==> config.mk <==
export PLATFORM = sky130hd
export DESIGN_NAME = control_sequencer
export DESIGN_NICKNAME = d
export VERILOG_FILES = /design/src/rtl/control_sequencer.sv
export SDC_FILE = /design/constraint.sdc
export NUM_CORES = 1
export LEC_CHECK = 0
export CAP_MARGIN = 20
export CORE_MARGIN = 3
export CORE_UTILIZATION = 28
export CTS_CLUSTER_SIZE = 16
export DETAILED_ROUTE_END_ITERATION = 8
export PLACE_DENSITY_LB_ADDON = 0.08
export SETUP_SLACK_MARGIN = 0.3
export SYNTH_ARGS = -nofsm -noshare
export SYNTH_HDL_FRONTEND = slang
export SYNTH_SLANG_ARGS = --single-unit
==> constraint.sdc <==
create_clock -name clk_i -period 2.5 [get_ports clk_i]
set_input_delay 0.625 -clock clk_i [delete_from_list [all_inputs] [get_ports clk_i]]
set_output_delay 0.625 -clock clk_i [all_outputs]
set_load 0.1 [all_outputs]
==> src/rtl/control_sequencer.sv <==
// Hardwired T0..T5 fetch/execute control unit: decodes IR and drives the datapath strobes.
// Build option CTRL_IMMEDIATE_EN adds addi/andi/ori decode and drives Cout.

module control_sequencer #(
   parameter int NREGS = 16
) (
   input  logic             clk_i,
   input  logic             rst_i,
   input  logic [31:0]      ir_i,
   input  logic             mem_ready_i,
   input  logic             stop_i,
   output logic             pc_out_o,
   output logic             mar_in_o,
   output logic             inc_pc_o,
   output logic             z_in_o,
   output logic             zlo_out_o,
   output logic             pc_in_o,
   output logic             read_o,
   output logic             mdr_in_o,
   output logic             mdr_out_o,
   output logic             ir_in_o,
   output logic             y_in_o,
   output logic             c_out_o,
   output logic [NREGS-1:0] rin_o,
   output logic [NREGS-1:0] rout_o,
   output logic [3:0]       alu_op_o,
   output logic             run_o,
   output logic             illegal_op_o
);

   // state  | meaning
   // RESET  | held in reset, every strobe low
   // T0     | PC onto bus into MAR, PC+1 into Z
   // T1     | memory read into MDR, wait on MemReady; PC <- Z on the ready cycle
   // T2     | MDR into IR, opcode decides the next state
   // T3     | Rb into Y
   // T4     | ALU op on Y and Rc (or C) into Z
   // T5     | Z into Ra, Stop sampled
   // HALT   | stopped, only reset leaves
   localparam logic [2:0] S_RESET = 3'd0;
   localparam logic [2:0] S_T0    = 3'd1;
   localparam logic [2:0] S_T1    = 3'd2;
   localparam logic [2:0] S_T2    = 3'd3;
   localparam logic [2:0] S_T3    = 3'd4;
   localparam logic [2:0] S_T4    = 3'd5;
   localparam logic [2:0] S_T5    = 3'd6;
   localparam logic [2:0] S_HALT  = 3'd7;

   logic [2:0] state_q, state_d;
   logic [4:0] opcode;
   logic [3:0] ra, rb, rc;
   logic       is_rtype, is_imm, is_nop, is_halt, legal;
   logic [3:0] alu_code;
   logic       unused_ir;

   assign opcode    = ir_i[31:27];
   assign ra        = ir_i[26:23];
   assign rb        = ir_i[22:19];
   assign rc        = ir_i[18:15];
   // The constant field is steered onto the bus by the datapath; control never looks at it.
   assign unused_ir = ^ir_i[14:0];

   function automatic logic [NREGS-1:0] onehot(input logic [3:0] idx);
      logic [NREGS-1:0] v;
      v = '0;
      for (int i = 0; i < NREGS; i++) v[i] = (int'(idx) == i);
      return v;
   endfunction

   always_comb begin
      is_rtype = 1'b0;
      is_imm   = 1'b0;
      alu_code = 4'b0000;
      case (opcode)
         5'b00011: begin is_rtype = 1'b1; alu_code = 4'b0001; end
         5'b00100: begin is_rtype = 1'b1; alu_code = 4'b0010; end
         5'b00101: begin is_rtype = 1'b1; alu_code = 4'b0011; end
         5'b00110: begin is_rtype = 1'b1; alu_code = 4'b0100; end
         5'b00111: begin is_rtype = 1'b1; alu_code = 4'b0101; end
         5'b01000: begin is_rtype = 1'b1; alu_code = 4'b0110; end
`ifdef CTRL_IMMEDIATE_EN
         5'b01100: begin is_imm = 1'b1; alu_code = 4'b0001; end
         5'b01101: begin is_imm = 1'b1; alu_code = 4'b0011; end
         5'b01110: begin is_imm = 1'b1; alu_code = 4'b0100; end
`endif
         default: ;
      endcase
      is_nop  = (opcode == 5'b11010);
      is_halt = (opcode == 5'b11011);
      legal   = is_rtype | is_imm | is_nop | is_halt;
   end

   always_comb begin
      state_d = state_q;
      case (state_q)
         S_RESET: state_d = S_T0;
         S_T0:    state_d = S_T1;
         S_T1:    state_d = mem_ready_i ? S_T2 : S_T1;
         S_T2: begin
            if (is_rtype || is_imm) state_d = S_T3;
            else if (is_halt)       state_d = S_HALT;
            else                    state_d = S_T0;
         end
         S_T3:    state_d = S_T4;
         S_T4:    state_d = S_T5;
         S_T5:    state_d = stop_i ? S_HALT : S_T0;
         S_HALT:  state_d = S_HALT;
         default: state_d = S_RESET;
      endcase
   end

   always_ff @(posedge clk_i or posedge rst_i) begin
      if (rst_i) state_q <= S_RESET;
      else       state_q <= state_d;
   end

   always_comb begin
      pc_out_o     = 1'b0;
      mar_in_o     = 1'b0;
      inc_pc_o     = 1'b0;
      z_in_o       = 1'b0;
      zlo_out_o    = 1'b0;
      pc_in_o      = 1'b0;
      read_o       = 1'b0;
      mdr_in_o     = 1'b0;
      mdr_out_o    = 1'b0;
      ir_in_o      = 1'b0;
      y_in_o       = 1'b0;
      c_out_o      = 1'b0;
      rin_o        = '0;
      rout_o       = '0;
      alu_op_o     = 4'b0000;
      run_o        = 1'b0;
      illegal_op_o = 1'b0;
      case (state_q)
         S_T0: begin
            pc_out_o = 1'b1;
            mar_in_o = 1'b1;
            inc_pc_o = 1'b1;
            z_in_o   = 1'b1;
            run_o    = 1'b1;
         end
         S_T1: begin
            zlo_out_o = 1'b1;
            pc_in_o   = mem_ready_i;
            read_o    = 1'b1;
            mdr_in_o  = 1'b1;
            run_o     = 1'b1;
         end
         S_T2: begin
            mdr_out_o    = 1'b1;
            ir_in_o      = 1'b1;
            illegal_op_o = ~legal;
            run_o        = 1'b1;
         end
         S_T3: begin
            rout_o = onehot(rb);
            y_in_o = 1'b1;
            run_o  = 1'b1;
         end
         S_T4: begin
            // Second operand comes from Rc for register ops, from C for immediates.
            if (is_imm) c_out_o = 1'b1;
            else        rout_o  = onehot(rc);
            alu_op_o = alu_code;
            z_in_o   = 1'b1;
            run_o    = 1'b1;
         end
         S_T5: begin
            zlo_out_o = 1'b1;
            rin_o     = onehot(ra);
            run_o     = 1'b1;
         end
         default: ;
      endcase
   end

endmodule
==> metrics.cfg, run 1 <==
[logic_synthesis]
ys_ff_latch = 3
synthesis.area_sq_um = 772.0
synth-seq-area-share_pct = 9.724
synthCells = 123
ys_warn_count = 0
syn_avg_cell_area_sq_um = 6.276
yosys.cell_types.count = 36

[floorplan]
ioPinCount = 86
fp-row-count = 18
die_y_microns = 58.51
initial_core_util_pct = 30.33
die_w_microns = 58.51

[outcome]
error = [ERROR DPL-0038] Utilization greater than 100%, impossible to legalize
failed_stage = detailed placement (3_5_place_dp)
status = aborted with a tool error

[placed_design]
gp_congestion = 0.8027
io_buffers = 68

logic make-up after synthesis:
group / synth area share [%]
AOI/OAI and AO/OA: 15.40
buffers and inverters: 9.885
DFF: 9.724
muxes: 12.16
other: 0.4858
and+or+nand+nor: 52.35
synthesized netlist by cell type:
| master | count | area share (%) |
|---|---|---|
| a211oi_1 | 1 | 0.97 |
| or4b_1 | 1 | 1.3 |
| clkbuf_1 | 3 | 1.5 |
| and3b_1 | 2 | 2.3 |
| conb_1 | 1 | 0.49 |
| nor2b_1 | 3 | 2.4 |
| nand4b_1 | 2 | 2.3 |
| and2_1 | 1 | 0.81 |
| nor4_1 | 1 | 0.81 |
| buf_2 | 1 | 0.65 |
| a31oi_1 | 1 | 0.81 |
| o21bai_1 | 1 | 0.97 |
| o211ai_1 | 2 | 1.9 |
| mux2i_1 | 6 | 7.8 |
| nand2_1 | 5 | 2.4 |
| nand2b_1 | 9 | 7.3 |
| nand4_1 | 1 | 0.81 |
| o21a_1 | 1 | 0.97 |
| mux2_2 | 3 | 4.4 |
| a22oi_1 | 2 | 1.9 |
| a21oi_1 | 5 | 3.2 |
| nor2_1 | 32 | 16 |
| nand3b_2 | 1 | 1.5 |
| buf_4 | 6 | 5.8 |
| dfrtp_1 | 3 | 9.7 |
| nand3_1 | 5 | 3.2 |
| and2b_1 | 2 | 1.9 |
| nand3b_1 | 1 | 0.97 |
| o31ai_1 | 1 | 0.97 |
| nor3_1 | 8 | 5.2 |
| inv_1 | 4 | 1.9 |
| o21ai_0 | 2 | 1.3 |
| or3_1 | 2 | 1.6 |
| nor3b_1 | 1 | 0.97 |
| a2111oi_0 | 2 | 2.3 |
| or4_1 | 1 | 0.97 |
metrics by stage:
step | setup TNS (ps) | std cells | hold slack, ps | setup WS, ps
2_1_floorplan | -3804 | 124 | 378.6 | -331.5
3_3_place_gp | -2999 | 245 | 643.1 | -379.2
==> run 2, diff against run 1 <==
Settings changed: CORE_AREA set to 3 3 64 66, CORE_MARGIN 3 to unset, CORE_UTILIZATION 28 to unset, CTS_CLUSTER_SIZE 16 to unset, DIE_AREA set to 0 0 67 69, PLACE_DENSITY_LB_ADDON 0.08 to 0.15, SETUP_SLACK_MARGIN 0.3 to unset.
==> metrics.cfg, run 2 <==
[outcome]
status = complete, but fails checks
violations = negative setup slack

[timing]
slew_viol_final = 0
whs_ps = 575.9
fin_worst_skew_ps = 0.04319
layout_min_cycle_time_ps = 2514
setup_slack_ps = -13.57
rsz0062_at_grt = yes
period_share_pct = 100.5
hold_viol = 0
fmax_ghz = 0.3978
finalSetupViolCount = 2

[detailed_routing]
highest_layer = met4
wl_met1_microns = 1500
drt_iter0_drc = 33
drc = 0
wl_met2_microns = 2427
avgViaCountPerCell = 4.846
drt_first_pass_iters = 4
antenna_left = 0
wire_per_inst_microns = 14.90
drt_wl_total_microns = 4172
route.met3.wl_microns = 195
vias = 1357

[critical_path]
end_kind = output port
reg2reg_slack_ps = 1200
crit_fanout = 8
start_kind = flip-flop
crit_path_start = state_q[1]
crit_arrival_ps = 1890
r2r_cells = 4
worstReg2RegStart = state_q[0]
crit_end = rout_o[13]
worst-setup-path-type = flip-flop to output port
r2r_end = state_q[0]
critPathRequiredTime_ps = 1880

[logic_synthesis]
syn_avg_cell_area_sq_um = 6.276  ; unchanged
synth_commonest_cells = nor2_1 (32), nand2b_1 (9), nor3_1 (8)
synth_edf_count = 0  ; unchanged
synth_area_leaders = nor2_1 (16%), dfrtp_1 (9.7%), mux2i_1 (7.8%), nand2b_1 (7.3%), buf_4 (5.8%)
synth_top_area_share_pct = 15.56  ; unchanged
ys_ff_latch = 3  ; unchanged
yosys.cell_types.count = 36  ; unchanged
synth-seq-area-share_pct = 9.724  ; unchanged
ys_warn_count = 0  ; unchanged
ys.flop_type = dfrtp_1
synthesis.area_sq_um = 772.0  ; unchanged
synth_most_common_cell = nor2_1
synth_area_leader_cell = nor2_1
async_reset_ff_share_pct = 100.0  ; unchanged
synthCells = 123  ; unchanged

[placed_design]
gp_congestion = 0.7950  ; -0.96%
io_buffers = 68  ; unchanged
place_area_sq_um = 2600
dp_hpwl_microns = 3258

[clock_tree]
clockBufferDepth = 2
cts_tree = yes
clk_latency_ps = 210
htree_levels = 1
postCtsHoldBufs = 0
clockRootBuffer = clkbuf_8
clk_pin_slew_ps = 30
cts_sinks = 3
numCtsBuffers = 3

[floorplan]
fp-row-count = 22  ; +4
die_area_sq_um = 4623
die_w_microns = 67  ; +15%
ioPinCount = 86  ; unchanged
die_y_microns = 69  ; +18%
core_area_sq_um = 3633
initial_core_util_pct = 21.25  ; -9.1 points

[grt]
grt_pass1_wl_microns = 6699
grt_max_degree = 16
grt_antenna_before_repair = 0
grt_pass1_vias = 1439
grt_usage_pct = 17.83
grt-ovfl-total = 0

[final_layout]
drive_gt1_share_pct = 75.43
multi_input_comb_area_sq_um = 1109
regArea_sq_um = 76.32
final_common_cell = buf_12
nets = 269
mostFrequentLayoutCells = buf_12 (48), buf_4 (41), nor2_4 (27)
fillCellCount = 234
synthToLayoutAreaGrowth_pct = 263.9
largestRegisters = state_q (3)
largest_reg_flops = 3
n_antenna_cell = 0
fin_area_sq_um = 2809
regMostFlops = state_q

[power_and_ir_drop]
p_leak_uw = 0.001091
power_density_nw_per_um2 = 673.0
ir_worst_vdd_v = 0.0009378

[flow_run]
maxCapViolCount = 0

[min_path]
hp-class = primary input to asynchronous set/reset pin

## run 2: through the flow
stage                     util [%]  setup TNS, ps  power [uW]  setup slack, ps  instances
final                        77.31         -21.79        1890           -13.57        280
after global placement       71.56          -3474        1633           -301.1        267
after global routing         77.31         -518.7        1972           -76.27        280
after floorplan                  -          -3685        1135           -428.0        124
after detailed placement     71.56          -4138        1651           -360.9        267
after CTS                    75.10         -137.7        1840           -35.23        276
## run 2: power breakdown
group	switching [uW]	internal, uW
logic	1020	644
registers	18.4	67.8
clock network	30.4	109
## run 2: cell families after synthesis
family / count (synthesis) / share of synthesized area (%)
buffers and inverters: 14 / 9.885
other: 1 / 0.4858
DFF: 3 / 9.724
muxes: 9 / 12.16
and+or+nand+nor: 78 / 52.35
AOI/OAI and AO/OA: 18 / 15.40
## run 2: timing repair
item	4_1_cts	5_1_grt
setup endpoints to repair	25	22
gates resized for setup	44	15
pin swaps	16	7
endpoints found under the hold margin	0	0
setup buffers	5	4
## run 2: layout make-up
cell class | instances | area share, %
inverter | 4 | 0.5345
tap | 48 | 2.138
multi-input combinational | 107 | 39.47
sequential | 3 | 2.717
clock buffer | 4 | 1.604
timing repair buffer | 114 | 53.54
## run 2: how the worst min path moves through the flow
stage                     startpoint         end  slack [ps]  depth (start not counted)
after global placement    state_q[1]  state_q[1]         700                          3
after detailed placement  state_q[1]  state_q[0]         710                          3
after floorplan                rst_i  state_q[0]         380                          1
final                          rst_i  state_q[2]         580                          2
after CTS                      rst_i  state_q[0]         570                          2
after global routing           rst_i  state_q[2]         610                          2
## run 2: layer usage
metal | vias to the layer above | track usage [%]
met5 | - | 0
met4 | 0 | 4.955
met3 | 6 | 2.443
met2 | 50 | 32.97
met1 | 656 | 20.54
li1 | 645 | -
## run 2: critical path: stages (launching register included)
cell      delay [ps]
dfrtp_1          360
nand3b_4         250
mux2i_2          210
or4_4            540
nor2_4           130
buf_12           180
No activity file was read; power rests on OpenSTA's default activity.
==> run 3, diff against run 2 <==
Settings changed: CAP_MARGIN 20 to unset.
==> results of run 3 <==
Final layout, timing and power as in run 2 (identical DEF).
==> run 4, diff against run 3 <==
Settings changed: CORE_AREA 3 3 64 66 to 8 8 69 71, DIE_AREA 0 0 67 69 to 0 0 77 79.
==> metrics.cfg, run 4 (synthesis results as in run 2) <==
[critical_path]
cp_top_family = simple AND/OR/NAND/NOR gates
slowest_stage = or4_4
start_kind = primary input
end_kind = output port
worst-setup-path-type = primary input to output port
crit_buf_inv = 2  ; +1
max_stage_delay_ps = 590  ; +50 ps
crit_arrival_ps = 1860  ; -30 ps
crit_fanout = 4  ; -4
path_cells = clkdlybuf4s15_1, mux2i_1, or4_4, nor2_4, buf_12
critPathRequiredTime_ps = 1880  ; about the same

[detailed_routing]
wire_per_inst_microns = 15.52  ; +4.2%
highest_layer = met4
route.met3.wl_microns = 189  ; -3.1%
wl_met2_microns = 2480  ; +2.2%
vias = 1304  ; -3.9%
avgViaCountPerCell = 4.674  ; -3.6%
antenna_left = 0  ; unchanged
drt_first_pass_iters = 4  ; unchanged
drc = 0  ; unchanged
drt_iter0_drc = 29  ; -12%
drt_wl_total_microns = 4330  ; +3.8%
wl_met1_microns = 1621  ; +8.1%

[power_and_ir_drop]
switchingPower_uw = 1063  ; -0.72%
power.share.clock_pct = 7.4  ; about the same
p_leak_uw = 0.001060  ; -2.8%
power_frac_comb_pct = 87.9  ; -0.2 points
switching_share_pct = 56.84  ; +0.22 points
pwr-share-seq_pct = 4.8  ; +0.2 points
power.internal_uw = 806.9  ; -1.6%
power_density_nw_per_um2 = 680.7  ; +1.1%
ir_worst_vdd_v = 0.0005482  ; -42%

[grt]
grt_usage_pct = 13.59  ; -4.2 points
grt-ovfl-total = 0  ; unchanged
grt_pass1_wl_microns = 6989  ; +4.3%
grt_max_degree = 16  ; unchanged
grt_antenna_before_repair = 0  ; unchanged
grt_pass1_vias = 1392  ; -3.3%

[final_layout]
nets = 266  ; -1.1%
fin_cells = 279  ; -0.36%
largestRegisters = state_q (3)
regMostFlops = state_q
final_common_cell = buf_12
drive_gt1_share_pct = 71.62  ; -3.8 points
n_antenna_cell = 0  ; unchanged
synthToLayoutAreaGrowth_pct = 255.8
largest_reg_flops = 3  ; unchanged
mostFrequentLayoutCells = buf_12 (49), buf_4 (38), nor2_4 (27)

[clock_tree]
cts_sinks = 3  ; unchanged
postCtsHoldBufs = 0  ; unchanged
clk_latency_ps = 210  ; about the same
numCtsBuffers = 3  ; unchanged
clockRootBuffer = clkbuf_8
htree_levels = 1  ; unchanged
clk_pin_slew_ps = 30  ; about the same
clockBufferDepth = 2  ; unchanged
cts_tree = yes

[floorplan]
fp-row-count = 23  ; +4.5%
die_w_microns = 77  ; +15%
die_area_sq_um = 6083  ; +32%
core_area_sq_um = 3799  ; +4.5%
initial_core_util_pct = 20.32  ; -0.92 points
ioPinCount = 86  ; unchanged
die_y_microns = 79  ; +14%

[placed_design]
dp_hpwl_microns = 3645  ; +12%
io_buffers = 68  ; unchanged
gp_congestion = 0.7811  ; -1.7%
dp_cells = 267  ; unchanged

[timing]
finalSetupViolCount = 0  ; -2
fin_worst_skew_ps = 3.496  ; +3.452 ps
whs_ps = 586.1  ; +10.18 ps
period_share_pct = 99.57  ; -0.98 points
hold_viol = 0  ; unchanged
rsz0062_at_grt = yes
slew_viol_final = 0  ; unchanged
layout_min_cycle_time_ps = 2489  ; -24.42 ps
fmax_ghz = 0.4017  ; +0.98%

[outcome]
status = complete, no violations

[flow_run]
maxCapViolCount = 0  ; unchanged

[min_path]
hp-class = primary input to asynchronous set/reset pin

## run 4: cell types whose count changed in the layout (fill, tap and decap cells not counted), sizes merged
cell | before | now
buf | 98 | 96
clkdlybuf4s15 | 2 | 1
## run 4: power by group through the flow
stage                     combinational, uW  clock, uW  sequential (uW)
after floorplan                        1040          0             97.6
after global placement                 1540          0             83.7
after detailed placement               1560          0             85.9
after CTS                              1600        141             86.8
after global routing                   1700        145             92.0
final                                  1640        138             89.0
## run 4: through the flow
step                      TNS, ps  instance area [sq um]  power (uW)  setup slack, ps  util [%]
final                           0                   2746        1869            10.85     72.30
after CTS                  -157.3                   2690        1824           -41.60     70.82
after global placement      -3825                   2587        1622           -301.5     68.12
after floorplan             -3685                   1212        1135           -428.0         -
after global routing       -231.5                   2746        1942           -48.25     72.30
after detailed placement    -4487                   2587        1645           -350.4     68.12
## run 4: path summary, 6_finish.rpt
path | start | to | slack (ps) | depth (start not counted)
setup / recovery | ir_i[19] | rout_o[13] | 10 | 5
hold / removal | rst_i | state_q[1] | 590 | 2
setup reg to reg | state_q[0] | state_q[0] | 1170 | 4
hold reg to reg | state_q[0] | state_q[0] | 700 | 2
max in group asynchronous | rst_i | state_q[0] | 1770 | 2
min in group clk_i | state_q[0] | state_q[0] | 700 | 2
## run 4: cell type report
cell class / instances / area, sq um
clock buffer: 4 / 45.04
fill: 272 / 1052
inverter: 4 / 15.01
multi-input combinational: 107 / 1065
sequential: 3 / 76.32
tap: 50 / 62.56
timing repair buffer: 111 / 1483
## run 4: routing by layer
metal / up-vias / GRT usage (%)
li1: 640 / -
met2: 39 / 27.87
met5: - / 0
met4: 0 / 2.830
met1: 621 / 13.97
met3: 4 / 2.257
## run 4: repair_timing
action | CTS | global route
pin swaps | 15 | 3
buffers inserted | 5 | 3
setup endpoints to repair | 24 | 21
gates resized for setup | 41 | 9
## run 4: worst reg2reg max path, cell delays in order, from the launching register on
cell and delay (ps):
dfrtp_2 440, and2b_4 260, buf_4 140, nor2b_4 240, a22oi_1 120
